--- src/rtl/dense_sequencer.sv ---
// Control sequencer for the three-layer dense classifier: walks each layer through
// clear, multiply-accumulate over its inputs, optional ReLU and store, then signals done.
module dense_sequencer #(
  parameter int IN_SIZE_1 = 64,
  parameter int IN_SIZE_2 = 32,
  parameter int IN_SIZE_3 = 16,
  parameter int IDX_W     = 8
) (
  input  logic             clk,
  input  logic             rst,
  input  logic             start,
  input  logic             in_valid,
  output logic             busy,
  output logic [1:0]       layer_sel,
  output logic             acc_clr,
  output logic             mac_en,
  output logic [IDX_W-1:0] in_idx,
  output logic             relu_en,
  output logic             store_en,
  output logic             done
);

  typedef enum logic [2:0] {
    S_IDLE,
    S_CLEAR,
    S_MAC,
    S_RELU,
    S_STORE,
    S_DONE
  } state_t;

  localparam logic [IDX_W-1:0] LAST_1 = IDX_W'(IN_SIZE_1 - 1);
  localparam logic [IDX_W-1:0] LAST_2 = IDX_W'(IN_SIZE_2 - 1);
  localparam logic [IDX_W-1:0] LAST_3 = IDX_W'(IN_SIZE_3 - 1);

  state_t           state, state_nxt;
  logic [1:0]       layer, layer_nxt;
  logic [IDX_W-1:0] idx, idx_nxt;
  logic [IDX_W-1:0] last_idx;
  logic             step;

  // Last input index of whichever layer is currently active.
  always_comb begin
    case (layer)
      2'd1:    last_idx = LAST_1;
      2'd2:    last_idx = LAST_2;
      default: last_idx = LAST_3;
    endcase
  end

  // Only layer 1 reads the external feature buffer; later layers read internal buffers.
  assign step = (layer != 2'd1) || in_valid;

  always_ff @(posedge clk) begin
    if (rst) begin
      state <= S_IDLE;
      layer <= 2'd0;
      idx   <= '0;
    end else begin
      state <= state_nxt;
      layer <= layer_nxt;
      idx   <= idx_nxt;
    end
  end

  // The index wraps to 0 on the final MAC step so that it only ever moves on mac_en edges.
  always_comb begin
    state_nxt = state;
    layer_nxt = layer;
    idx_nxt   = idx;
    acc_clr   = 1'b0;
    mac_en    = 1'b0;
    relu_en   = 1'b0;
    store_en  = 1'b0;
    done      = 1'b0;
    case (state)
      S_IDLE: begin
        if (start) begin
          state_nxt = S_CLEAR;
          layer_nxt = 2'd1;
        end
      end
      S_CLEAR: begin
        acc_clr   = 1'b1;
        state_nxt = S_MAC;
        idx_nxt   = '0;
      end
      S_MAC: begin
        if (step) begin
          mac_en = 1'b1;
          if (idx == last_idx) begin
            idx_nxt   = '0;
            state_nxt = (layer == 2'd3) ? S_STORE : S_RELU;
          end else begin
            idx_nxt = idx + 1'b1;
          end
        end
      end
      S_RELU: begin
        relu_en   = 1'b1;
        state_nxt = S_STORE;
      end
      S_STORE: begin
        store_en = 1'b1;
        if (layer == 2'd3) begin
          state_nxt = S_DONE;
          layer_nxt = 2'd0;
        end else begin
          state_nxt = S_CLEAR;
          layer_nxt = layer + 2'd1;
        end
      end
      S_DONE: begin
        done      = 1'b1;
        state_nxt = S_IDLE;
      end
      default: begin
        state_nxt = S_IDLE;
        layer_nxt = 2'd0;
        idx_nxt   = '0;
      end
    endcase
  end

  assign busy      = (state != S_IDLE);
  assign layer_sel = layer;
  assign in_idx    = idx;

endmodule

--- config.mk ---
export PLATFORM = sky130hd
export DESIGN_NAME = dense_sequencer
export DESIGN_NICKNAME = d
export VERILOG_FILES = /design/src/rtl/dense_sequencer.sv
export SDC_FILE = /design/constraint.sdc
export NUM_CORES = 1
export LEC_CHECK = 0
export BUFFER_PORTS_ARGS = -buffer_cell sky130_fd_sc_hd__buf_2
export CORE_MARGIN = 2
export CORE_UTILIZATION = 30
export DETAILED_ROUTE_END_ITERATION = 8
export GPL_TIMING_DRIVEN = 0
export SLEW_MARGIN = 10
export SYNTH_ARGS = -nofsm -noshare
export SYNTH_HDL_FRONTEND = slang
export SYNTH_SLANG_ARGS = --single-unit
--- constraint.sdc ---
create_clock -name clk -period 3.4 [get_ports clk]
set_clock_uncertainty 0.2 [all_clocks]
set_input_delay 0.34 -clock clk [delete_from_list [all_inputs] [get_ports clk]]
set_output_delay 0.34 -clock clk [all_outputs]
set_load 0.02 [all_outputs]
==> results.cfg <==
[clock_tree]
cts_max_level = 1
clock-sinks = 13
clock_path_buffers = 2
cts_made_buffers = 3
clk_latency_ns = 0.28
ctsResizeCount = 0
cts_tree = yes
post_cts_buffers = 0
path_clk_slew_ns = 0.08
postCtsHoldBufs = 0
root_buffer = clkbuf_4

[sta]
rsz0062_at_grt = false
slew_headroom_pct = 58.7
max_freq_mhz = 454
finalSetupViolCount = 0
finalHoldViolations = 0
finalMaxSlewViolations = 0
tns_ns = 0
post-route-period-util_pct = 64.9
layout_min_cycle_time_ns = 2.20
worst_pin_slew_ns = 0.618

[routing]
vias_per_cell = 5.47
drtAntennaViolNets = 0
vias = 793
drt-wirelength-per-cell_um = 13.5
drc = 0
dr.first_iter.drc_count = 16
drt-total-wl_mm = 1.95
drtPass1Iterations = 4

[die]
dieArea_um2 = 3140
die_y_um = 56.1
start_util_pct = 32.2
row_count = 18
io_pins = 20
die_x_um = 56.1
core_area_um2 = 2520

[worst_setup_path]
startpoint_type = flop
worstPathArrival_ns = 1.66
critPathMaxFanout = 10
endpoint_kind = output port
critical_path.cell_chain = buf_2, or3b_1, nor2b_1, buf_2
criticalPathCategory = flop to output port
critPathBufInv = 2
worstPathRequired_ns = 2.86
path_delay_family = simple AND/OR/NAND/NOR gates
crit_top_cell = buf_2
critPathSlowestCell = or3b_1
max_stage_delay_ns = 0.45

[placed_design]
place_hpwl_mm = 1.44
placed_area_um2 = 941
place_inst = 141
place_congestion = 0.771
port_buffers = 18

[cells_and_area]
fin_cells = 145
nets = 124
design_area_um2 = 967
diodes = 0
fillers = 275
area_growth_pct = 18.9
drive_gt1_share_pct = 24.3

[status]
status = finished, final reports clean

[worst_hold_path]
worstHoldPathType = input port to flop

[pwr]
power_density_nw_per_um2 = 693
irDropWorstVdd_v = 0.000355
p_leak_nw = 0.395

[synthesis]
synth_nets = 101
syn_area_um2 = 813
avgSynthCellArea_um2 = 8.74
synthArstFlopShare_pct = 0
synth_warnings = 0
ys_ff_latch = 13
ys_seq_area_share_pct = 32.0
synth_ff_type = dfxtp_1
synth_edf_count = 0
syn_inst = 93
ys_types = 41

[global_route]
grt_pass1_vias = 735
antenna_found_initial = 0
grt_pass1_wl_mm = 3.31
grt_max_degree = 11
grt_use_total_pct = 12.8
overflow = 0

[flow_run]
max-cap-violations = 0
## final cells by class
cell class	instances	area [um^2]	share of cell area [%]
Buffer	5	21.3	2.20
Clock buffer	4	26.3	2.72
Inverter	4	15.0	1.55
Multi-Input combinational cell	71	517	53.4
Sequential cell	13	260	26.9
Tap cell	30	37.5	3.88
Timing Repair Buffer	18	90.1	9.31
## sequential cells by signal (all words and copies together) (netlist names)
| signal | count |
|---|---|
| in_idx | 8 |
| layer_sel | 2 |
| state | 3 |
## cell usage in the layout (no fill, tap or decap), types with 2 or more instances in the layout
cell type,n
buf_2,20
dfxtp_1,13
a21oi_1,8
nor2_1,6
inv_1,4
nor3b_1,4
nand3_1,4
ha_1,4
clkbuf_1,3
or3_1,3
nor2b_1,3
o31ai_1,3
or4_1,3
nand2_1,3
o21ai_0,3
clkbuf_4,3
xor2_1,2
nor4_1,2
## per-layer routing
| metal | GRT usage, % | share of wire (%) | vias up |
|---|---|---|---|
| met5 | 0 | 0 | - |
| met4 | 2.04 | 0 | 0 |
| met1 | 16.2 | 49 | 372 |
| met3 | 4.65 | 6.0 | 0 |
| li1 | - | - | 398 |
| met2 | 21.0 | 45 | 23 |
## per-stage QoR
step | hold slack, ns | total power, mW | utilization (%) | setup slack [ns]
after floorplan | 0.328 | 0.482 | - | 1.26
after global placement | 0.290 | 0.566 | 37.3 | 1.31
after detailed placement | 0.299 | 0.577 | 37.3 | 1.30
after CTS | 0.166 | 0.676 | 38.3 | 1.20
after global routing | 0.186 | 0.719 | 38.3 | 1.13
final | 0.170 | 0.670 | 38.3 | 1.20
## worst paths after layout
check,start,end,slack (ns),cells after the start
worst min register to register,in_idx[7]$_SDFFE_PP0P_,in_idx[7]$_SDFFE_PP0P_,0.31,2
worst max-delay path,state[2]$_SDFFE_PP0P_,mac_en,1.20,4
worst max register to register,layer_sel[1]$_SDFFE_PP0P_,in_idx[0]$_SDFFE_PP0P_,1.31,6
worst min-delay path,start,state[1]$_SDFFE_PP0P_,0.17,2
## cells by family after synthesis
logic type	Yosys count	share of synthesized area (%)
flip-flops	13	32.0
AO/OA/AOI/OAI	25	22.8
multiplexers	1	1.23
AND/OR/NAND/NOR	38	30.2
XOR/XNOR	3	3.23
buffers and inverters	9	4.46
adder cells (fa/ha/maj)	4	6.15
## Yosys cell counts, drive strengths merged, types with 2 or more instances
| library cell | n | area share [%] |
|---|---|---|
| dfxtp | 13 | 32 |
| a21oi | 8 | 4.9 |
| nor2 | 6 | 2.8 |
| nor3b | 5 | 5.2 |
| ha | 4 | 6.2 |
| inv | 4 | 1.8 |
| nand3 | 4 | 2.5 |
| nor2b | 4 | 4.0 |
| or4 | 4 | 4.2 |
| buf | 3 | 1.7 |
| nand2 | 3 | 1.4 |
| o21ai | 3 | 1.8 |
| o31ai | 3 | 2.8 |
| or3 | 3 | 2.3 |
| a22oi | 2 | 2.5 |
| clkbuf | 2 | 0.92 |
| nor4 | 2 | 1.5 |
| xor2 | 2 | 2.2 |
## where the power goes
part | internal [mW] | switching, mW
sequential | 0.175 | 0.0372
combinational | 0.138 | 0.221
clock | 0.0455 | 0.0537
total | 0.359 | 0.312
Note: power is estimated with default switching activity, not from simulation.
